==> src/rtl/truth_table_sweeper.sv <==
// -----------------------------------------------------------------------------
// truth_table_sweeper
//   Drives every input combination 0..2**N_IN-1 (ascending) into a
//   combinational logic block. Each vector is held for SETTLE cycles, and then
//   the block's outputs are captured into a packed truth-table vector.
//
// Ports
//   clk          rising-edge clock
//   rst_n        asynchronous active-low reset
//   start        request a sweep (ignored while busy)
//   abort        synchronous cancel; has priority over start
//   dut_out      outputs of the logic block under sweep
//   drv_in       registered inputs applied to the logic block
//   busy         high while a sweep is in progress
//   done         one-cycle pulse after the final vector is sampled
//   table_valid  high from done until the next accepted start or abort
//   table_out    slot j = table_out[j*N_OUT +: N_OUT] = dut_out for input j
// -----------------------------------------------------------------------------
module truth_table_sweeper #(
  parameter int N_IN   = 3,
  parameter int N_OUT  = 3,
  parameter int SETTLE = 4
) (
  input  logic                          clk,
  input  logic                          rst_n,
  input  logic                          start,
  input  logic                          abort,
  input  logic [N_OUT-1:0]              dut_out,
  output logic [N_IN-1:0]               drv_in,
  output logic                          busy,
  output logic                          done,
  output logic                          table_valid,
  output logic [(2**N_IN)*N_OUT-1:0]    table_out
);

  localparam int              N_VEC      = 2**N_IN;
  localparam logic [N_IN-1:0] LAST_IDX   = N_IN'(N_VEC - 1);
  // SETTLE is at most 255, so an 8-bit hold counter always suffices.
  localparam logic [7:0]      CNT_RELOAD = 8'(SETTLE - 1);

  typedef enum logic [1:0] {
    IDLE = 2'd0,
    WAIT = 2'd1,
    DONE = 2'd2
  } state_t;

  state_t          state_r;
  logic [N_IN-1:0] idx_r;
  logic [7:0]      cnt_r;

  // Sweep controller: sequencing, sampling, and all registered outputs.
  always_ff @(posedge clk or negedge rst_n) begin
    if (!rst_n) begin
      state_r     <= IDLE;
      idx_r       <= '0;
      cnt_r       <= 8'd0;
      drv_in      <= '0;
      busy        <= 1'b0;
      done        <= 1'b0;
      table_valid <= 1'b0;
      table_out   <= '0;
    end else begin
      // done is a pulse: it is cleared on every edge unless set below.
      done <= 1'b0;
      case (state_r)
        IDLE, DONE: begin
          // DONE behaves exactly like IDLE for accepting a new sweep.
          if (abort) begin
            table_valid <= 1'b0;
          end else if (start) begin
            drv_in      <= '0;
            idx_r       <= '0;
            cnt_r       <= CNT_RELOAD;
            busy        <= 1'b1;
            table_valid <= 1'b0;
            table_out   <= '0;
            state_r     <= WAIT;
          end else begin
            state_r <= state_r;
          end
        end
        WAIT: begin
          if (abort) begin
            // Any partial table is left in place but not marked valid.
            state_r     <= IDLE;
            busy        <= 1'b0;
            drv_in      <= '0;
            table_valid <= 1'b0;
          end else if (cnt_r != 8'd0) begin
            cnt_r <= cnt_r - 8'd1;
          end else begin
            table_out[int'(idx_r)*N_OUT +: N_OUT] <= dut_out;
            if (idx_r != LAST_IDX) begin
              idx_r  <= idx_r + N_IN'(1);
              drv_in <= idx_r + N_IN'(1);
              cnt_r  <= CNT_RELOAD;
            end else begin
              busy        <= 1'b0;
              done        <= 1'b1;
              table_valid <= 1'b1;
              state_r     <= DONE;
            end
          end
        end
        default: begin
          state_r <= IDLE;
          busy    <= 1'b0;
          drv_in  <= '0;
        end
      endcase
    end
  end

endmodule

==> config.mk <==
export PLATFORM = sky130hd
export DESIGN_NAME = truth_table_sweeper
export DESIGN_NICKNAME = d
export VERILOG_FILES = /design/src/rtl/truth_table_sweeper.sv
export SDC_FILE = /design/constraint.sdc
export NUM_CORES = 1
export LEC_CHECK = 0
export BUFFER_PORTS_ARGS = -buffer_cell sky130_fd_sc_hd__buf_2
export CORE_AREA = 2 2 83 85
export DETAILED_ROUTE_END_ITERATION = 10
export DIE_AREA = 0 0 85 87
export PLACE_DENSITY_LB_ADDON = 0.05
export SLEW_MARGIN = 20
export SYNTH_ARGS = -nofsm -noshare
export SYNTH_HDL_FRONTEND = slang
export SYNTH_SLANG_ARGS = --single-unit
export TNS_END_PERCENT = 1
==> constraint.sdc <==
create_clock -name clk -period 2.3 [get_ports clk]
set_input_delay 0.115 -clock clk [delete_from_list [all_inputs] [get_ports clk]]
set_output_delay 0.115 -clock clk [all_outputs]
set_load 0.02 [all_outputs]
# Word-level counts from Yosys, hierarchy flattened

Index checks and enable logic that the tools add are counted.

Logic and storage cells: 79
Register bits: 43
Memories: 0
Bits in latches: 0
Bits in writable memories: 0
Bits in read-only memories: 0
Output and inout port bits: 30

$mul: 1
Magnitude comparators: 0
Shift operators: 2
Add/subtract/negate cells: 3
Reductions and logical operators: 10
Divide/modulo/power cells: 0
Eq/ne operators: 13
Mux-type cells: 42
Bitwise logic cells: 0

Operators with widths:

| kind                                                  | count |
|---|---|
| two-way mux 24 bit                                    | 4 |
| case mux 24 bit (2 select lines)                      | 1 |
| two-way mux 8 bit                                     | 5 |
| negator 5 -> 33 bit                                   | 1 |
| variable shift 3 x 33 -> 24 bit, first input constant | 1 |
| indexed part select 3 x 33 -> 24 bit                  | 1 |
| bitwise mux 24 bit                                    | 1 |
| two-way mux 3 bit                                     | 6 |
| != test 3 bit, second input constant                  | 6 |
| case mux 8 bit (2 select lines)                       | 1 |
| two-way mux 1 bit                                     | 14 |
| case mux 3 bit (2 select lines)                       | 2 |
| AND reduction 4 bit                                   | 3 |
| two-way mux 2 bit                                     | 5 |
| != test 2 bit, second input constant                  | 5 |
| AND reduction 5 bit                                   | 2 |
| nonzero test 8 bit                                    | 1 |
| subtractor 8 x 1 -> 8 bit, second input constant      | 1 |
| AND reduction 6 bit                                   | 1 |
| multiplier 3 x 2 -> 5 bit, second input constant      | 1 |
| case mux 1 bit (2 select lines)                       | 2 |
| case mux 2 bit (2 select lines)                       | 1 |
| adder 3 x 1 -> 3 bit, second input constant           | 1 |
| == test 2 x 1 -> 1 bit, second input constant         | 1 |
| other kinds (4)                                       | 4 |

# Logic depth before layout (Yosys ltp)

Gate-level depths: netlist (run 1).

Word-level depth: 7
Gate-level depth with buffers: 7
Mapped depth without buffers: 7

# Least setup slack after synthesis (run 1)

Ideal clock, no wire load.

Path type: register to register
Start: register cnt_r[0]
End: register table_out[0]
Period minus slack after synthesis: 1,898 ps
Arrival time: 1,819 ps
Setup time: 79 ps
Cell stages (with the launch flop): 8
Required time: 2,221 ps
Slack: 402 ps
Path buffers: 1
Cells stage by stage: dfrtp_1 -> inv_1 -> ha_1 -> or4b_4 -> nor4_4 -> and3_1 -> buf_6 -> mux2i_1

Longest elaborated chain between the ends: 3

Ends and longest elaborated chain:

| element                              | line | RTL |
|---|---|---|
| from (decl)                          | 49   | `logic [7:0] cnt_r;` |
| from (signal assigned)               | 90   | `cnt_r <= cnt_r - 8'd1;` |
| nonzero test 8 bit                   | 89   | `end else if (cnt_r != 8'd0) begin` |
| != test 2 bit (no source line)       | -    |  |
| AND reduction 5 bit (no source line) | -    |  |
| to (signal, indexed assignment)      | 92   | `table_out[int'(idx_r)*N_OUT +: N_OUT] <= dut_out;` |
| to (decl)                            | 33   | `output logic [(2**N_IN)*N_OUT-1:0] table_out` |

No other way between the ends.
A chain may end at the register's enable or synchronous reset.

# Worst setup path after layout (run 1)

Start: register cnt_r[0]
End: register table_out[1]

The elaborated chain is that of the path after synthesis.

==> results.yml, run 1 <==
worst_hold_path:
  hold_path.class: "primary input to flip-flop"
  min_from: "abort"
  min_to: "table_valid"
  hold_depth: 2
setup_path:
  rrSetupSlack_ns: 0.23
  crit_type: "flip-flop to flip-flop"
  r2r-end: "table_out[1]"
  r2r-start: "cnt_r[0]"
  crit_fanout: 5
  reg2reg_depth: 6
  end_kind: "flip-flop"
  arrival_ns: 2.29
  required_ns: 2.53
  cp-start-kind: "flip-flop"
pwr:
  pwr-share-comb_pct: 18.5
  seq_power_share_pct: 47.2
  intPower_mw: 1.27
  total_power_mw: 1.82
  p_sw_mw: 0.554
  pwr-share-clk_pct: 34.3
  leakage_nw: 1.29
  swShare_pct: 30.4
  vdd_ir_drop_max_uv: 355
  powerDensity_mw_per_mm2: 692
timing:
  hold_slack_ns: 0.0882
  relSlewSlack_pct: 62.0
  fin_skew_ns: 0.00330
  fmax_ghz: 0.484
  tns_ns: 0
  rsz0062_at_grt: "no"
  report.final.slew_viol_count: 0
  worst_pin_slew_ns: 0.570
  setup_viol: 0
  hold_viol: 0
  fin_crit_ns: 2.07
  period_share_pct: 89.8
grt:
  grt_pass1_wl_mm: 8.94
  grt_pass1_vias: 1719
  grt_max_degree: 44
  grt_util_all_layers_pct: 15.3
  antenna_found_initial: 0
  grt_overflow_total: 0
synthesis:
  synthFlopType: "dfrtp_1"
  ys_seq_area_share_pct: 48.8
  async_flop_share_pct: 100
  netlist_top_cells_area: "dfrtp_1 (49%), a22o_1 (8.3%), nand2_1 (2.9%), ha_1 (2.8%), mux2i_1 (2.7%)"
  postSynthNetCount: 213
  yosysWarnings: 0
  synth-edff-count: 0
  synth_common_cells: "dfrtp_1 (43), a22o_1 (21), nand2_1 (17), inv_1 (11), o21ai_0 (8)"
  synth_seq_cells: 43
  synth_cell_types: 50
  synth_top_area_share_pct: 48.8
  syn_inst: 201
  syn_avg_cell_area_sq_um: 11.0
  synth_top_area_cell: "dfrtp_1"
  netlist_area_sq_mm: 0.00220
  synth.most_common_cell: "dfrtp_1"
floorplanning:
  core_sq_mm: 0.00657
  die_x_um: 85
  rows: 30
  start_util_pct: 33.5
  io_pins: 37
  die_area_sq_mm: 0.00740
  die_h_um: 87
drt:
  dr.pass1.iters: 4
  via_per_inst: 5.24
  routed-via-count: 1708
  drc: 0
  drt_iter0_markers: 97
  wirelength_mm: 5.39
  wl_per_cell_um: 16.5
  antenna_left: 0
run:
  cap_viol_max_count: 0
clock_tree:
  root_buffer: "clkbuf_8"
  cts_setup_buffers: 0
  clock-sinks: 43
  cts_tree: "built"
  clk-insertion-delay-late_ns: 0.30
  ctsLongestPathBuffers: 2
  clk_pin_slew_ns: 0.08
  htreeDepth: 2
  cts_buffers: 5
placed_design:
  place_area_sq_mm: 0.00251
  dp_hpwl_mm: 3.94
  place_congestion: 0.740
  port_buffers: 36
layout:
  layout-drive-gt1-share_pct: 26.8
  area_growth_pct: 19.6
  fin_util_pct: 40.1
  fillers: 646
  seqCellArea_sq_mm: 0.00108
  stdcell_area_sq_mm: 0.00264
  antenna_cells: 0
  multi_input_area_sq_mm: 0.00104
  nets: 257
status:
  status: "completed"
## critical path, stage by stage (launching register included)
cell	delay, ns
dfrtp_1	0.41
inv_1	0.07
ha_1	0.19
or4b_4	0.55
nor4_4	0.27
and3_1	0.31
mux2i_1	0.20
## logic make-up after synthesis
| kind of cell | synth area share [%] |
|---|---|
| adder cells (fa/ha/maj) | 2.84 |
| multiplexers | 3.24 |
| XOR/XNOR | 0.795 |
| flip-flops | 48.8 |
| buffers and inverters | 3.80 |
| AO/OA/AOI/OAI | 20.9 |
| AND/OR/NAND/NOR | 19.6 |
## per-stage QoR
stage	cells	worst slack, ns
floorplan	201	0.402
global placement	317	0.245
detailed placement	317	0.217
CTS	326	0.196
global route	326	0.0942
finish	326	0.235
## flip-flops by register name, summed over array words and instances (netlist names)
signal       flops
table_out       24
cnt_r            8
drv_in           3
idx_r            3
state_r          2
busy             1
done             1
table_valid      1
## cells in the final DEF (no fill, tap or decap), types with 3 or more instances in the layout
cell | Yosys | layout
dfrtp_1 | 43 | 43
buf_2 | 1 | 36
a22o_1 | 21 | 21
nand2_1 | 17 | 17
inv_1 | 11 | 11
buf_4 | 0 | 9
o21ai_0 | 8 | 8
a21oi_1 | 7 | 7
nor2_1 | 6 | 6
mux2i_1 | 6 | 6
nor3_1 | 6 | 6
clkbuf_8 | 0 | 6
ha_1 | 5 | 5
nor3b_1 | 4 | 4
or3_1 | 4 | 4
a32o_1 | 4 | 4
a41oi_1 | 4 | 4
a31oi_1 | 4 | 4
nand3_1 | 3 | 3
and3_1 | 3 | 3
nor2b_1 | 3 | 3
nand2b_1 | 3 | 3
## how the worst max path moves through the flow
stage | from | end | slack, ns
floorplan | cnt_r[0] | table_out[0] | 0.40
global placement | cnt_r[0] | table_out[1] | 0.24
detailed placement | cnt_r[0] | table_out[1] | 0.22
CTS | cnt_r[0] | table_out[1] | 0.20
global route | cnt_r[0] | table_out[17] | 0.09
finish | cnt_r[0] | table_out[1] | 0.23
## metal layers
metal	share of wire (%)	GRT usage [%]	wire, um
met1	49	21.8	2670
met2	46	23.5	2470
met5	0	0	0
met3	3.4	3.13	186
met4	1.3	4.76	68
## layout make-up
cell class | instances | area share [%]
Clock buffer | 6 | 3.13
Multi-Input combinational cell | 138 | 39.6
Tap cell | 80 | 3.80
Clock inverter | 2 | 1.33
Timing Repair Buffer | 46 | 9.78
Sequential cell | 43 | 40.8
Inverter | 11 | 1.57
## power groups by stage
stage	Combinational [mW]	Sequential, mW	Clock (mW)
after detailed placement	0.338	0.877	0
after global routing	0.380	0.870	0.665
after CTS	0.343	0.861	0.648
after floorplan	0.218	0.872	0
final	0.337	0.861	0.626
after global placement	0.342	0.876	0
## timing repair
item,CTS,global route
hold endpoints to repair,43,0
gates resized for setup,0,0
hold buffers,1,0
No activity file was read; power rests on OpenSTA's default activity.
==> inputs of run 2 (changes only) <==
CORE_AREA = 2 2 73 75   (was 2 2 83 85)
DIE_AREA = 0 0 75 77   (was 0 0 85 87)
SKIP_LAST_GASP = 1   (was default)
==> run 2 against run 1 <==
Clock skew is 0.0021 ns higher. Worst hold slack about the same. Worst setup slack worse by 0.043 ns. First-iteration DRC count decreased by 49%. Combinational power is 6.5% lower. Critical path type unchanged.
==> results.yml, run 2 (synthesis results as in run 1) <==
run:
  cap_viol_max_count: 0
clock_tree:
  root_buffer: "clkbuf_8"
  htreeDepth: 2
  clk-insertion-delay-late_ns: 0.30
  clk_pin_slew_ns: 0.08
  clock-sinks: 43
  cts_buffers: 5
  ctsLongestPathBuffers: 2
  cts_tree: "built"
  cts_setup_buffers: 0
layout:
  layout_common_cells: "dfrtp_1 (43), buf_2 (36), a22o_1 (21)"
  fillers: 462
  fin_util_pct: 50.9
  largest_reg_flops: 24
  stdcell_count: 309
  top_register: "table_out"
  layout-drive-gt1-share_pct: 23.8
  antenna_cells: 0
  nets: 250
  mostFrequentLayoutCell: "dfrtp_1"
  area_growth_pct: 15.0
  reg.largest.list: "table_out: 24 flops, cnt_r: 8 flops"
grt:
  grt_overflow_total: 0
  grt_max_degree: 44
  grt_pass1_vias: 1723
  grt_util_all_layers_pct: 19.2
  antenna_found_initial: 0
  grt_pass1_wl_mm: 8.51
setup_path:
  crit_type: "flip-flop to flip-flop"
  reg2reg_depth: 6
  end_kind: "flip-flop"
  cp-start-kind: "flip-flop"
  required_ns: 2.53
  crit_fanout: 7
  r2r-start: "cnt_r[0]"
  r2r-end: "table_out[17]"
  rrSetupSlack_ns: 0.19
  arrival_ns: 2.34
placed_design:
  dp_hpwl_mm: 3.94
  place_congestion: 0.844
  port_buffers: 36
  pre_cts_ws_ns: 0.185
  dp_cells: 300
timing:
  worst_pin_slew_ns: 0.930
  relSlewSlack_pct: 38.0
  fmax_ghz: 0.474
  tns_ns: 0
  report.final.slew_viol_count: 0
  period_share_pct: 91.7
  fin_skew_ns: 0.00538
  fin_crit_ns: 2.11
  hold_viol: 0
  rsz0062_at_grt: "no"
  hold_slack_ns: 0.0878
  setup_viol: 0
  worst_slack_ns: 0.192
drt:
  routed-via-count: 1753
  dr.pass1.iters: 4
  antenna_left: 0
  drt_iter0_markers: 49
  drc: 0
  wirelength_mm: 5.21
  via_per_inst: 5.67
  wl_per_cell_um: 16.9
pwr:
  powerDensity_mw_per_mm2: 647
  vdd_ir_drop_max_uv: 383
  leakage_nw: 1.23
status:
  status: "completed"
floorplanning:
  core_sq_mm: 0.00498
  die_x_um: 75
  die_h_um: 77
  rows: 26
  io_pins: 37
  die_area_sq_mm: 0.00578
  start_util_pct: 44.3
worst_hold_path:
  min_to: "table_valid"
  hold_path.class: "primary input to flip-flop"
  min_from: "abort"
  hold_depth: 2
[run 2: cell types whose count changed in the layout (fill, tap and decap cells not counted)]
cell	before	now
bufinv_16	1	0
buf_4	9	2
clkbuf_8	6	5
clkbuf_1	0	2
[run 2: area by class of cell]
| cell class | count | area, sq um | share of cell area, % |
|---|---|---|---|
| inverter | 11 | 41.3 | 1.63 |
| clock buffer | 7 | 76.3 | 3.01 |
| clock inverter | 1 | 5.00 | 0.197 |
| multi-input combinational | 138 | 1040 | 41.2 |
| timing repair buffer | 39 | 205 | 8.09 |
| tap | 70 | 87.6 | 3.46 |
| sequential | 43 | 1080 | 42.4 |
[run 2: worst max-delay path, stage by stage, from the launching register on]
cell	delay, ns
dfrtp_1	0.41
inv_1	0.07
ha_1	0.20
nor4b_4	0.43
nand2_1	0.16
nor4_1	0.57
a22o_1	0.21
[run 2: worst max-delay path by stage]
stage / start / end / slack, ns / depth (start not counted)
4_1_cts: cnt_r[0] / table_out[1] / 0.16 / 6
3_5_place_dp: cnt_r[0] / table_out[1] / 0.19 / 6
2_1_floorplan: cnt_r[0] / table_out[0] / 0.40 / 7
5_1_grt: cnt_r[0] / table_out[15] / 0.07 / 6
6_report: cnt_r[0] / table_out[17] / 0.19 / 6
3_3_place_gp: cnt_r[0] / table_out[1] / 0.25 / 6
[run 2: repair_timing]
| item | CTS | global route |
|---|---|---|
| hold buffers | 1 | 0 |
| hold endpoints to repair | 32 | 0 |
| gates resized for setup | 0 | 0 |
| setup endpoints to repair | 0 | 0 |
[run 2: power by group]
part / total (mW) / internal (mW) / switching (mW)
combinational: 0.315 / 0.104 / 0.212
clock: 0.459 / 0.213 / 0.246
sequential: 0.865 / 0.796 / 0.0693
[run 2: routing by layer]
layer  share of wire (%)  vias up  GRT usage, %
met3                 3.3        8          3.15
met2                  50       42          32.6
met5                   0        -             0
met4                 1.7        0          6.43
li1                    -      829             -
met1                  45      874          24.2
[run 2: metrics by stage]
| stage | total power, mW | instance area, sq um |
|---|---|---|
| floorplan | 1.09 | 2200 |
| global route | 1.73 | 2530 |
| detailed placement | 1.19 | 2440 |
| global placement | 1.18 | 2440 |
| CTS | 1.65 | 2530 |
| finish | 1.64 | 2530 |
==> inputs of run 3 (changes only) <==
CORE_AREA = 2 2 67 82   (was 2 2 73 75)
DIE_AREA = 0 0 69 84   (was 0 0 75 77)
PLACE_DENSITY_LB_ADDON = 0.25   (was 0.05)
==> run 3 against run 2 <==
Maximum frequency down 2.7%. Sequential power down 0.6%. Sequential share of layout area down 0.35 points. Final cell count down 1.9%. Utilization down 0.61 points. Clock power up 4%. Via count down 1.4%. Clock skew about the same. Power up 1.1%. Worst setup slack worse by 0.059 ns. Routed wire length down 2.3%. Count of clock-buffer cells in the layout down 1. Largest cell class unchanged.
==> results.yml, run 3 (synthesis results as in run 1) <==
status:
  status: "completed"
layout:
  nets: 252
  area_growth_pct: 16.0
  layout-drive-gt1-share_pct: 24.9
  seqCellArea_sq_mm: 0.00108
  layout_common_cells: "dfrtp_1 (43), buf_2 (36), a22o_1 (21)"
  reg.largest.list: "table_out: 24 flops, cnt_r: 8 flops"
  stdcell_count: 303
  antenna_cells: 0
  multi_input_area_sq_mm: 0.00104
  stdcell_area_sq_mm: 0.00256
  fillers: 487
  top_register: "table_out"
  largest_reg_flops: 24
  mostFrequentLayoutCell: "dfrtp_1"
floorplanning:
  start_util_pct: 43.4
  die_area_sq_mm: 0.00580
  core_sq_mm: 0.00508
  die_x_um: 69
  io_pins: 37
  die_h_um: 84
  rows: 29
placed_design:
  dp_cells: 293
  place_area_sq_mm: 0.00244
  port_buffers: 36
  place_congestion: 0.853
  pre_cts_ws_ns: 0.134
  dp_hpwl_mm: 3.76
drt:
  routed-via-count: 1729
  via_per_inst: 5.71
  wl_per_cell_um: 16.8
  wirelength_mm: 5.09
  dr.pass1.iters: 4
  drc: 0
  drt_iter0_markers: 130
  antenna_left: 0
setup_path:
  max_stage_delay_ns: 0.55
  slowest_stage: "or4b_4"
  arrival_ns: 2.37
  reg2reg_depth: 6
  end_kind: "flip-flop"
  crit_type: "flip-flop to flip-flop"
  crit_chain: "inv_1, ha_1, or4b_4, nor4_4, and3_1, mux2i_1"
  r2r-start: "cnt_r[0]"
  r2r-end: "table_out[2]"
  cp-start-kind: "flip-flop"
  required_ns: 2.51
  rrSetupSlack_ns: 0.13
  critPathTopFamily: "simple AND/OR/NAND/NOR gates"
  crit_fanout: 5
  critical_path_buf_inv_count: 1
worst_hold_path:
  min_from: "abort"
  min_to: "table_valid"
  hold_path.class: "primary input to flip-flop"
  hold_depth: 2
grt:
  grt_overflow_total: 0
  grt_pass1_wl_mm: 8.48
  grt_util_all_layers_pct: 18.6
  grt_pass1_vias: 1697
  grt_max_degree: 44
  antenna_found_initial: 0
timing:
  hold_viol: 0
  rsz0062_at_grt: "no"
  report.final.slew_viol_count: 0
  worst_slack_ns: 0.133
  fin_skew_ns: 0.00576
  fmax_ghz: 0.461
  worst_pin_slew_ns: 0.620
  period_share_pct: 94.2
  setup_viol: 0
  relSlewSlack_pct: 58.6
  tns_ns: 0
  fin_crit_ns: 2.17
pwr:
  leakage_nw: 1.24
  vdd_ir_drop_max_uv: 293
  powerDensity_mw_per_mm2: 649
  total_power_mw: 1.66
clock_tree:
  clk-insertion-delay-late_ns: 0.30
  cts_buffers: 5
  clock-sinks: 43
  cts_setup_buffers: 0
  htreeDepth: 2
  cts_tree: "built"
  ctsLongestPathBuffers: 2
  root_buffer: "clkbuf_8"
  clk_pin_slew_ns: 0.08
run:
  cap_viol_max_count: 0
==> run 3: cell type report <==
class	count	share of cell area (%)
tap	62	3.03
inverter	11	1.62
sequential	43	42.1
clock buffer	6	2.84
clock inverter	2	0.489
multi-input combinational	138	40.8
timing repair buffer	41	9.10
==> run 3: metal layers <==
metal	global-route usage [%]	vias up	share of wire, %
met4	7.31	0	2.2
met3	3.50	8	3.3
met2	31.9	36	52
met1	22.9	850	43
met5	0	-	0
li1	-	835	-
==> run 3: worst reg2reg max path, cell delays in order, from the launching register on <==
cell     delay, ns
dfrtp_1       0.41
inv_1         0.07
ha_1          0.20
or4b_4        0.55
nor4_4        0.25
and3_1        0.33
mux2i_1       0.28
==> run 3: worst max path at each step <==
| stage | startpoint | end | cells after the start |
|---|---|---|---|
| global route | cnt_r[0] | table_out[2] | 6 |
| global placement | cnt_r[0] | table_out[2] | 6 |
| detailed placement | cnt_r[0] | table_out[2] | 6 |
| CTS | cnt_r[0] | table_out[2] | 6 |
| finish | cnt_r[0] | table_out[2] | 6 |
| floorplan | cnt_r[0] | table_out[0] | 7 |
==> run 3: timing repair <==
item	4_1_cts	5_1_grt
hold buffers	0	1
resized for setup	0	0
endpoints found under the hold margin	0	13
==> run 3: stage by stage <==
step	hold WS, ns	utilization [%]
after floorplan	-0.181	-
after global placement	0.311	48.1
after detailed placement	0.323	48.1
after CTS	0.00156	49.7
after global routing	0.125	50.3
final	0.0987	50.3
==> run 3: report_power, final <==
group / switching (mW) / leakage [nW] / internal (mW)
logic: 0.214 / 0.615 / 0.109
clock network: 0.263 / 0.0412 / 0.212
registers: 0.0641 / 0.588 / 0.796
